**src/rtl/smmha_engine_pkg.sv**
```systemverilog
// Shared definitions for the smmha engine slice.
// Holds the default widths, the operation encodings, the engine FSM state
// enum and the controller<->engine struct types.
package smmha_engine_pkg;

  localparam int SMMHA_DATA_W = 32;
  localparam int SMMHA_CNT_W  = 16;
  localparam int SMMHA_OP_W   = 3;

  typedef enum logic [SMMHA_OP_W-1:0] {
    SMMHA_OP_ADD  = 3'd0,
    SMMHA_OP_SUB  = 3'd1,
    SMMHA_OP_MUL  = 3'd2,
    SMMHA_OP_AND  = 3'd3,
    SMMHA_OP_OR   = 3'd4,
    SMMHA_OP_XOR  = 3'd5,
    SMMHA_OP_MAX  = 3'd6,
    SMMHA_OP_PASS = 3'd7
  } smmha_op_e;

  typedef enum logic [1:0] {
    ENG_IDLE = 2'd0,
    ENG_RUN  = 2'd1,
    ENG_DONE = 2'd2
  } eng_state_e;

  // Controller -> engine job configuration.
  typedef struct packed {
    logic                    clear;
    logic                    start;
    logic [SMMHA_CNT_W-1:0]  len;
    logic [SMMHA_DATA_W-1:0] operand;
    logic [SMMHA_OP_W-1:0]   operation;
  } ctrl_engine_t;

  // Engine -> controller status.
  typedef struct packed {
    logic [SMMHA_CNT_W-1:0] cnt;
    logic                   busy;
    logic                   done;
  } flags_engine_t;

endpackage

```
**src/rtl/smmha_engine_if.sv**
```systemverilog
// Word stream interface used for the engine's A input and D output streams.
// Handshake: a word transfers on a rising clock edge where valid & ready are
// both high. Once valid is raised by the master, data and valid stay stable
// until that transfer happens; ready may change freely.
//   data  : stream word
//   valid : master has a word
//   ready : slave can take a word
interface smmha_engine_if #(
  parameter int DATA_W = 32
);
  logic [DATA_W-1:0] data;
  logic              valid;
  logic              ready;

  modport master (output data, output valid, input ready);
  modport slave  (input data, input valid, output ready);
endinterface

```
**src/rtl/smmha_alu.sv**
```systemverilog
// Purely combinational element-wise operation: o_result = op(i_a, i_operand),
// truncated to DATA_W with two's complement wrap.
//   i_op      : operation selector (smmha_op_e encoding)
//   i_a       : stream word
//   i_operand : scalar operand
//   o_result  : result word
module smmha_alu
  import smmha_engine_pkg::*;
#(
  parameter int DATA_W = SMMHA_DATA_W,
  parameter int OP_W   = SMMHA_OP_W
) (
  input  logic [OP_W-1:0]   i_op,
  input  logic [DATA_W-1:0] i_a,
  input  logic [DATA_W-1:0] i_operand,
  output logic [DATA_W-1:0] o_result
);

  logic [DATA_W-1:0] w_prod;

  // Same-width product keeps only the low DATA_W bits.
  assign w_prod = i_a * i_operand;

  always_comb begin
    o_result = i_a;
    case (i_op)
      SMMHA_OP_ADD:  o_result = i_a + i_operand;
      SMMHA_OP_SUB:  o_result = i_a - i_operand;
      SMMHA_OP_MUL:  o_result = w_prod;
      SMMHA_OP_AND:  o_result = i_a & i_operand;
      SMMHA_OP_OR:   o_result = i_a | i_operand;
      SMMHA_OP_XOR:  o_result = i_a ^ i_operand;
      SMMHA_OP_MAX:  o_result = ($signed(i_a) > $signed(i_operand)) ? i_a : i_operand;
      SMMHA_OP_PASS: o_result = i_a;
      default:       o_result = i_a;
    endcase
  end

endmodule

```
**src/rtl/smmha_engine.sv**
```systemverilog
// smmha datapath engine: consumes ctrl_len_i words from stream A, applies one
// element-wise operation per word and emits each result on stream D one cycle
// later through a single output register.
//   clk_i, rst_ni        : clock, asynchronous active-low reset
//   clear_i              : global synchronous clear
//   ctrl_clear_i         : controller clear (high while controller idle)
//   ctrl_start_i         : one-cycle job start
//   ctrl_len_i           : words in the job
//   ctrl_operand_i       : scalar operand
//   ctrl_operation_i     : operation selector
//   a                    : input stream (slave)
//   d                    : output stream (master)
//   cnt_o                : outputs delivered in the current job
//   busy_o               : job running
//   done_o               : pulse with the final output transfer
//   dbg_state_o          : FSM state for observation
module smmha_engine
  import smmha_engine_pkg::*;
#(
  parameter int DATA_W = SMMHA_DATA_W,
  parameter int CNT_W  = SMMHA_CNT_W,
  parameter int OP_W   = SMMHA_OP_W
) (
  input  logic              clk_i,
  input  logic              rst_ni,
  input  logic              clear_i,
  input  logic              ctrl_clear_i,
  input  logic              ctrl_start_i,
  input  logic [CNT_W-1:0]  ctrl_len_i,
  input  logic [DATA_W-1:0] ctrl_operand_i,
  input  logic [OP_W-1:0]   ctrl_operation_i,
  smmha_engine_if.slave     a,
  smmha_engine_if.master    d,
  output logic [CNT_W-1:0]  cnt_o,
  output logic              busy_o,
  output logic              done_o,
  output eng_state_e        dbg_state_o
);

  eng_state_e        r_state, w_state_nxt;
  logic [CNT_W-1:0]  r_len, r_in_cnt, r_cnt;
  logic [DATA_W-1:0] r_operand, r_data;
  logic [OP_W-1:0]   r_op;
  logic              r_valid;

  logic              w_clr, w_run, w_start, w_a_ready;
  logic              w_in_hs, w_out_hs, w_last_out;
  logic [DATA_W-1:0] w_result;

  assign w_clr   = clear_i | ctrl_clear_i;
  assign w_run   = (r_state == ENG_RUN);
  // A start while running is ignored; from IDLE or DONE it begins a new job.
  assign w_start = ctrl_start_i & ~w_run;

  // Accept a word only while words remain and the output register is free
  // or being emptied in the same cycle.
  assign w_a_ready  = w_run & (r_in_cnt < r_len) & (~r_valid | d.ready);
  assign w_in_hs    = a.valid & w_a_ready;
  assign w_out_hs   = r_valid & d.ready;
  assign w_last_out = w_run & w_out_hs & ((r_cnt + CNT_W'(1)) == r_len);

  smmha_alu #(
    .DATA_W (DATA_W),
    .OP_W   (OP_W)
  ) u_alu (
    .i_op      (r_op),
    .i_a       (a.data),
    .i_operand (r_operand),
    .o_result  (w_result)
  );

  always_ff @(posedge clk_i or negedge rst_ni) begin
    if (!rst_ni) r_state <= ENG_IDLE;
    else         r_state <= w_state_nxt;
  end

  always_comb begin
    w_state_nxt = r_state;
    case (r_state)
      ENG_IDLE, ENG_DONE: begin
        if (ctrl_start_i) w_state_nxt = (ctrl_len_i == '0) ? ENG_DONE : ENG_RUN;
      end
      ENG_RUN: begin
        if (w_last_out) w_state_nxt = ENG_DONE;
      end
      default: w_state_nxt = ENG_IDLE;
    endcase
    // Clear wins over start and over job completion.
    if (w_clr) w_state_nxt = ENG_IDLE;
  end

  always_ff @(posedge clk_i or negedge rst_ni) begin
    if (!rst_ni) begin
      r_len     <= '0;
      r_operand <= '0;
      r_op      <= '0;
      r_in_cnt  <= '0;
      r_cnt     <= '0;
      r_data    <= '0;
      r_valid   <= 1'b0;
    end else if (w_clr) begin
      r_len     <= '0;
      r_operand <= '0;
      r_op      <= '0;
      r_in_cnt  <= '0;
      r_cnt     <= '0;
      r_data    <= '0;
      r_valid   <= 1'b0;
    end else begin
      // Outside RUN no transfers happen, so start never competes with them.
      if (w_start) begin
        r_len     <= ctrl_len_i;
        r_operand <= ctrl_operand_i;
        r_op      <= ctrl_operation_i;
        r_in_cnt  <= '0;
        r_cnt     <= '0;
      end
      if (w_in_hs) begin
        r_data   <= w_result;
        r_in_cnt <= r_in_cnt + CNT_W'(1);
      end
      if (w_in_hs)       r_valid <= 1'b1;
      else if (w_out_hs) r_valid <= 1'b0;
      if (w_out_hs) r_cnt <= r_cnt + CNT_W'(1);
    end
  end

  assign a.ready     = w_a_ready;
  assign d.data      = r_data;
  assign d.valid     = r_valid;
  assign cnt_o       = r_cnt;
  assign busy_o      = w_run;
  assign done_o      = w_last_out;
  assign dbg_state_o = r_state;

endmodule
```
**src/flat_wrapper.sv**
```systemverilog
// flat-port wrapper written by rule: the top's interface ports become plain ports
module smmha_engine_flat import smmha_engine_pkg::*;
#(
  parameter int DATA_W = SMMHA_DATA_W,
  parameter int CNT_W  = SMMHA_CNT_W,
  parameter int OP_W   = SMMHA_OP_W
)
  (clk_i, rst_ni, clear_i, ctrl_clear_i, ctrl_start_i, ctrl_len_i, ctrl_operand_i, ctrl_operation_i, cnt_o, busy_o, done_o, dbg_state_o, a_data, a_valid, a_ready, d_data, d_valid, d_ready);
  smmha_engine_if #(.DATA_W(DATA_W)) a_i ();
  smmha_engine_if #(.DATA_W(DATA_W)) d_i ();
  input  logic clk_i;
  input  logic rst_ni;
  input  logic clear_i;
  input  logic ctrl_clear_i;
  input  logic ctrl_start_i;
  input  logic [CNT_W-1:0] ctrl_len_i;
  input  logic [DATA_W-1:0] ctrl_operand_i;
  input  logic [OP_W-1:0] ctrl_operation_i;
  output logic [CNT_W-1:0] cnt_o;
  output logic busy_o;
  output logic done_o;
  output eng_state_e dbg_state_o;
  input wire logic [$bits(a_i.data)-1:0] a_data;
  input wire logic [$bits(a_i.valid)-1:0] a_valid;
  output wire logic [$bits(a_i.ready)-1:0] a_ready;
  output wire logic [$bits(d_i.data)-1:0] d_data;
  output wire logic [$bits(d_i.valid)-1:0] d_valid;
  input wire logic [$bits(d_i.ready)-1:0] d_ready;
  assign a_i.data = a_data;
  assign a_i.valid = a_valid;
  assign a_ready = a_i.ready;
  assign d_data = d_i.data;
  assign d_valid = d_i.valid;
  assign d_i.ready = d_ready;
  smmha_engine #(.DATA_W(DATA_W), .CNT_W(CNT_W), .OP_W(OP_W)) u_core (.clk_i(clk_i), .rst_ni(rst_ni), .clear_i(clear_i), .ctrl_clear_i(ctrl_clear_i), .ctrl_start_i(ctrl_start_i), .ctrl_len_i(ctrl_len_i), .ctrl_operand_i(ctrl_operand_i), .ctrl_operation_i(ctrl_operation_i), .a(a_i), .d(d_i), .cnt_o(cnt_o), .busy_o(busy_o), .done_o(done_o), .dbg_state_o(dbg_state_o));
endmodule
```
**config.mk**
```make
export PLATFORM = sky130hd
export DESIGN_NAME = smmha_engine_flat
export DESIGN_NICKNAME = d
export VERILOG_FILES = /design/src/rtl/smmha_engine_pkg.sv /design/src/rtl/smmha_engine_if.sv /design/src/rtl/smmha_alu.sv /design/src/rtl/smmha_engine.sv /design/src/flat_wrapper.sv
export SDC_FILE = /design/constraint.sdc
export NUM_CORES = 2
export LEC_CHECK = 0
export BUFFER_PORTS_ARGS = -buffer_cell sky130_fd_sc_hd__buf_2
export CAP_MARGIN = 20
export CORE_MARGIN = 1.5
export CORE_UTILIZATION = 65
export CTS_BUF_LIST = sky130_fd_sc_hd__clkbuf_8
export CTS_CLUSTER_SIZE = 12
export DETAILED_ROUTE_END_ITERATION = 8
export PLACE_DENSITY = 0.84
export SETUP_SLACK_MARGIN = 0.02
export SYNTH_ARGS = -nofsm -noshare
export SYNTH_HDL_FRONTEND = slang
export SYNTH_SLANG_ARGS = --single-unit
```
**constraint.sdc**
```tcl
create_clock -name clk_i -period 8.3 [get_ports clk_i]
set_input_delay 1.245 -clock clk_i [delete_from_list [all_inputs] [get_ports clk_i]]
set_output_delay 1.245 -clock clk_i [all_outputs]
set_load 0.01 [all_outputs]
```
After elaboration in Yosys (flattened, before gate mapping)
Cells that the tools add are included.
{"block": "classes", "add_sub_neg": 4, "n_mul": 1, "n_lt_le_gt_ge": 2, "eq_ne": 12, "n_mux": 23, "bitwise": 14, "reduce_logical": 10}
{"op": "32-bit one-hot mux with 8 select lines", "n": 1}
{"op": "32-bit 2-to-1 mux", "n": 5}
{"op": "16-bit 2-to-1 mux", "n": 7}
{"op": "16-bit by 1-bit adder with 16-bit output, second input constant", "n": 2}
{"op": "32-bit adder", "n": 1}
{"op": "32-bit AND", "n": 1}
{"op": "32-bit greater-than comparator", "n": 1}
{"op": "32-bit by 32-bit multiplier with 32-bit output", "n": 1}
{"op": "32-bit bitwise OR", "n": 1}
{"op": "32-bit subtractor", "n": 1}
{"op": "32-bit XOR", "n": 1}
{"op": "16-bit equality test", "n": 1}
{"op": "16-bit logical NOT", "n": 1}
{"op": "16-bit < comparator", "n": 1}
{"op": "3-bit equality test, second input constant", "n": 4}
{"op": "3-bit nonzero test", "n": 3}
{"op": "2-bit 2-to-1 mux", "n": 4}
{"op": "1-bit AND", "n": 7}
{"op": "3-bit by 2-bit equality test with 1-bit output, second input constant", "n": 2}
{"op": "3-bit 2-to-1 mux", "n": 2}
{"op": "3-bit by 2-bit != test with 1-bit output, second input constant", "n": 2}
{"op": "2-bit one-hot mux with 2 select lines", "n": 1}
{"op": "2-bit nonzero test", "n": 2}
{"op": "3-bit by 1-bit equality test with 1-bit output, second input constant", "n": 1}
{"op": "9 further kinds", "n": 13}
{"block": "totals", "ff_bits": 118}

Logic depth before layout (Yosys ltp)
{"block": "depth", "ltp_word": 6, "depth_mapped": 29}

Modules after synthesis
A second synthesis with hierarchy kept.
{"block": "hier_totals", "cells_unflattened": 3318, "hier_area_um2": 27087.2}
{"module": "smmha_alu", "instances": 1, "cells_per_inst": 2715, "area_per_inst_um2": 21274.2, "seq_area_each_um2": 0.0}
{"module": "smmha_engine", "instances": 1, "cells_per_inst": 603, "area_per_inst_um2": 5813.1, "seq_area_each_um2": 2952.8}

Least setup slack after synthesis
No wires, ideal clock.
{"block": "synth_timing", "path_type": "input to register", "startpoint": "input a_data[10]", "endpoint": "register u_core.r_data[27] (netlist: u_core.d.data[27])", "arrival_ps": 7943, "t_required_ps": 8217, "slack_ps": 274, "path_stages": 25, "n_path_buf": 2, "path_cell_list": "clkbuf_1 inv_1 buf_1 nor2_1 fa_1 fa_1 inv_1 fa_1 fa_1 fa_1 inv_1 fa_1 fa_1 fa_1 ha_1 and3_1 and2_1 a221oi_1 nor2b_1 o21ai_0 o211ai_1 mux2_2 o221ai_1 a211oi_1 o21ai_0"}
{"block": "synth_via", "elab_chain_len": 5, "word_cells_on_any_way": 8, "cone_classes": "add/sub (2); mul (1); order compare (1); mux (4)"}
{"item": "start: declaration", "line_no": "flat_wrapper.sv:23", "text": "input wire logic [$bits(a_i.data)-1:0] a_data;"}
{"item": "branches (longest 2 deep; another with 32-bit by 32-bit multiplier with 32-bit output)"}
{"item": "32-bit one-hot mux with 8 select lines *", "line_no": "smmha_alu.sv:26", "text": "case (i_op)"}
{"item": "32-bit 2-to-1 mux *", "line_no": "smmha_engine.sv:118", "text": "if (w_in_hs) begin"}
{"item": "32-bit 2-to-1 mux *", "line_no": "smmha_engine.sv:101", "text": "end else if (w_clr) begin"}
{"item": "end signal: assignment", "line_no": "smmha_engine.sv:119", "text": "r_data <= w_result;"}
{"item": "end: declaration", "line_no": "smmha_engine.sv:42", "text": "logic [DATA_W-1:0] r_operand, r_data;"}
Mark *: on every way between the ends. The select of a mux whose other input is x is not followed.
A chain may end at the register's enable or synchronous reset.

Final worst setup path
{"block": "layout_timing", "startpoint": "register u_core.r_operand[2]", "endpoint": "register u_core.r_data[29] (netlist: u_core.d.data[29])"}
{"block": "layout_via", "elab_chain_len": 5, "word_cells_on_any_way": 8, "cone_classes": "add/sub (2); mul (1); order compare (1); mux (4)"}
{"item": "start: declaration", "line_no": "smmha_engine.sv:42"}
{"item": "start signal: assignment", "line_no": "smmha_engine.sv:113", "text": "r_operand <= ctrl_operand_i;"}
{"item": "branches (longest 2 deep; another with 32-bit by 32-bit multiplier with 32-bit output)"}
{"item": "32-bit one-hot mux with 8 select lines *", "line_no": "smmha_alu.sv:26"}
{"item": "32-bit 2-to-1 mux *", "line_no": "smmha_engine.sv:118"}
{"item": "32-bit 2-to-1 mux *", "line_no": "smmha_engine.sv:101"}
Marked as above.

==> results.md <==
* Initial antenna violation count at 11
* Mean Syn Cell Area at 8.14 sq um
* ANT nets after route at 0
* # DRC at 12
* Hold Path End: u_core.d.data[21]$_DFFE_PN0P_
* Worst-path clk slew at 80 ps
* Hold Vio Cnt, Final at 0
* Top-area cell type share of the netlist area at 30.9%
* Worst vdd ir at 97.3 uV
* Top cell by count, worst path: fa_1
* Async set-or-reset flop fraction in the synthesized netlist at 100%
* Die height at 205 um
* Post-Syn Area at 0.0266 sq mm
* Setup CP Type: flop to flop
* Drt wl/cell at 27.8 um
* Delay of the slowest critical-path stage at 630 ps
* Skew final at 23.0 ps
* Die area at 0.0421 sq mm
* Worst reg2reg endpoint: u_core.d.data[29]$_DFFE_PN0P_
* CP arrival at 8560 ps
* Clk Tree Root Cell: clkbuf_8
* First-pass GRT wire length at 165000 um
* Post-synth EDFFs at 0
* Worst Hold Class: flop to flop
* Routed via count at 26700
* Sequential area share after synthesis at 11.1%
* Chip Width at 205 um
* Distinct cells, synth at 78
* Worst-path fanout max at 9
* Worst Hold Path Cells at 1
* Clock latency on the worst-skew pair at 510 ps
* Starting Density at 66.3%
* FF-to-FF setup slack at 120 ps
* Run status: complete, but fails checks
* Core area at 0.0401 sq mm
* Area leader, netlist: fa_1
* Setup crit end kind: flop
* Cell area power density at 107 mW/mm^2
* Std cell rows at 73
* TritonCTS buffer count at 17
* PortBufs at 143
* Predominant post-synthesis flop cell: dfrtp_1
* Pin count of the biggest net entering global routing at 78
* Final setup vio count at 0
* Tmin final at 8180 ps
* Largest cells by area after synthesis: fa_1 (31%), dfrtp_1 (11%), ha_1 (11%)
* Setup Total Neg Slack at 0 ps
* Reg2reg start: u_core.r_operand[2]$_DFFE_PN0P_
* Starting DRT DRC Count at 3944
* WP data required at 8680 ps
* Yosys reg bits at 118
* Slowest CP cell: fa_1
* Sink Count at 118
* Hold path start: u_core.d.data[21]$_DFFE_PN0P_
* Nets@finish at 4220
* Vias in the first global route at 27300
* Worst Slack Setup Final at 124 ps
* Final worst-path cycle share at 98.5%
* RSZ-0062 raised after global routing: no
* GRT overflow at 0
* Layout Utilization at 74.0%
* Cells after synthesis at 3267
* Share of layout cells above drive strength 1 at 13.2%
* Final slew viol count at 0
* Final HPWL from detailed placement at 88300 um
* Final GP Congestion at 1.12
* DR vias/cell at 6.63
* Warnings, synthesis at 0
* Failing checks: design-rule violations
* Total GRT Usage at 54.3%
* Layout area overhead at 11.6%
* I/O pin cnt at 144
* Startpoint Class: flop
* Routed WL at 112000 um
* Least-Margin Pin Slew at 1260 ps
* Clock Tree Buf Depth at 2
* Pre-CTS setup slack at -460 ps
* Syn nets at 4003
* Commonest non-fill, non-tap cell in the layout: inv_1
* Drt pass-1 iters at 9
* Most frequent cells in the layout: inv_1 (491), nor2_1 (435), nand2_1 (424)
* Leak at 14.6 nW
* Max-slew headroom at 15.9%
* CTS tree: built
* Cell depth of the worst flop-to-flop path at 25
* CTS H-tree lvls at 4
* # Max-Cap Violations at 0
* Fmax at 122 MHz
* Min Hold Slack at 512 ps
* Post-CTS Hold Buffers at 0
==> registers in the layout, summed over array words and instances, names as in the netlist <==
register,cells
u_core.dbg_state_o,2
u_core.r_operand,32
u_core.r_in_cnt,16
u_core.r_len,16
u_core.cnt_o,16
u_core.r_op,3
u_core.d.data,32
u_core.d.valid,1
==> cell families (layout without fill, tap and decap cells) <==
logic type | after synthesis | in the layout | share of synthesized area [%]
simple gates | 1028 | 1028 | 16.0
buf+inv | 696 | 926 | 10.0
fa+ha+maj | 646 | 646 | 42.0
compound gates | 565 | 565 | 13.6
xor+xnor | 160 | 160 | 5.27
flops | 118 | 118 | 11.1
mux | 54 | 54 | 2.09
other cells | 0 | 8 | 0
==> through the flow <==
stage | cells | power [mW] | area (sq um)
floorplan | 3267 | 1.66 | 26600
global placement | 3987 | 2.42 | 29200
detailed placement | 3987 | 2.48 | 29200
CTS | 4019 | 3.06 | 29600
global route | 4024 | 3.31 | 29700
finish | 4030 | 3.19 | 29700
==> area by class of cell <==
class | count | area [sq um]
Multi-Input combinational cell | 2453 | 21000
Fill cell | 2949 | 10400
Sequential cell | 118 | 2960
Timing Repair Buffer | 386 | 2710
Inverter | 508 | 1920
Tap cell | 525 | 657
Clock buffer | 19 | 262
Clock inverter | 13 | 131
Antenna cell | 8 | 20.0
==> routing by layer <==
| metal | GRT usage (%) | wire length, um |
|---|---|---|
| met5 | 0 | 67 |
| met2 | 77.1 | 45300 |
| met4 | 39.1 | 10300 |
| met3 | 24.2 | 18500 |
| met1 | 65.3 | 37800 |
==> synth_stat cells, types with 6 or more instances <==
cell type / number
a22oi_1: 6
buf_2: 8
o21ai_0: 119
a22o_1: 14
clkbuf_1: 150
nor2b_1: 15
a21o_1: 30
o221ai_1: 20
a211oi_1: 21
a31oi_1: 8
a21oi_1: 195
inv_1: 491
o211ai_1: 16
and2_1: 8
nor4_1: 15
clkinv_1: 10
o21bai_1: 12
fa_1: 410
nand2_1: 425
xor2_1: 35
ha_1: 236
nand2b_1: 17
nor3_1: 29
or3_1: 7
mux2i_1: 51
buf_1: 26
o31ai_1: 20
nand3_1: 22
o21a_1: 7
a221oi_1: 19
dfrtp_1: 118
xnor2_1: 125
nand4_1: 11
and3_1: 21
or4_1: 9
nor2_1: 436
o22ai_1: 22
inv_2: 7
==> worst max-delay path by stage <==
stage	from	endpoint
6_report	u_core.r_operand[2]$_DFFE_PN0P_	u_core.d.data[29]$_DFFE_PN0P_
5_1_grt	a_data[7]	u_core.d.data[29]$_DFFE_PN0P_
4_1_cts	a_data[3]	u_core.d.data[20]$_DFFE_PN0P_
3_5_place_dp	a_data[3]	u_core.d.data[18]$_DFFE_PN0P_
3_3_place_gp	a_data[3]	u_core.d.data[20]$_DFFE_PN0P_
2_1_floorplan	a_data[10]	u_core.d.data[27]$_DFFE_PN0P_
==> power by group <==
part / total (mW) / leakage, nW / switching, mW / internal (mW)
combinational: 2.00 / 12.8 / 1.24 / 0.764
clock: 0.585 / 0.206 / 0.305 / 0.281
sequential: 0.604 / 1.63 / 0.0206 / 0.584
total: 3.19 / 14.6 / 1.56 / 1.63
==> worst max-delay path, delay by kind of cell, from the launching register on <==
| family | cells | cell delay [ps] |
|---|---|---|
| adders and majority gates | 9 | 4580 |
| AOI/OAI and AO/OA | 8 | 1550 |
| buffers and inverters | 6 | 1320 |
| DFF | 1 | 390 |
| and+or+nand+nor | 2 | 200 |
==> repair_timing <==
action / in CTS / in global routing
gates resized for setup: 0 / 11
setup buffers: 0 / 1
setup endpoints to repair: 0 / 16
Power figures use the tool's default switching activity.
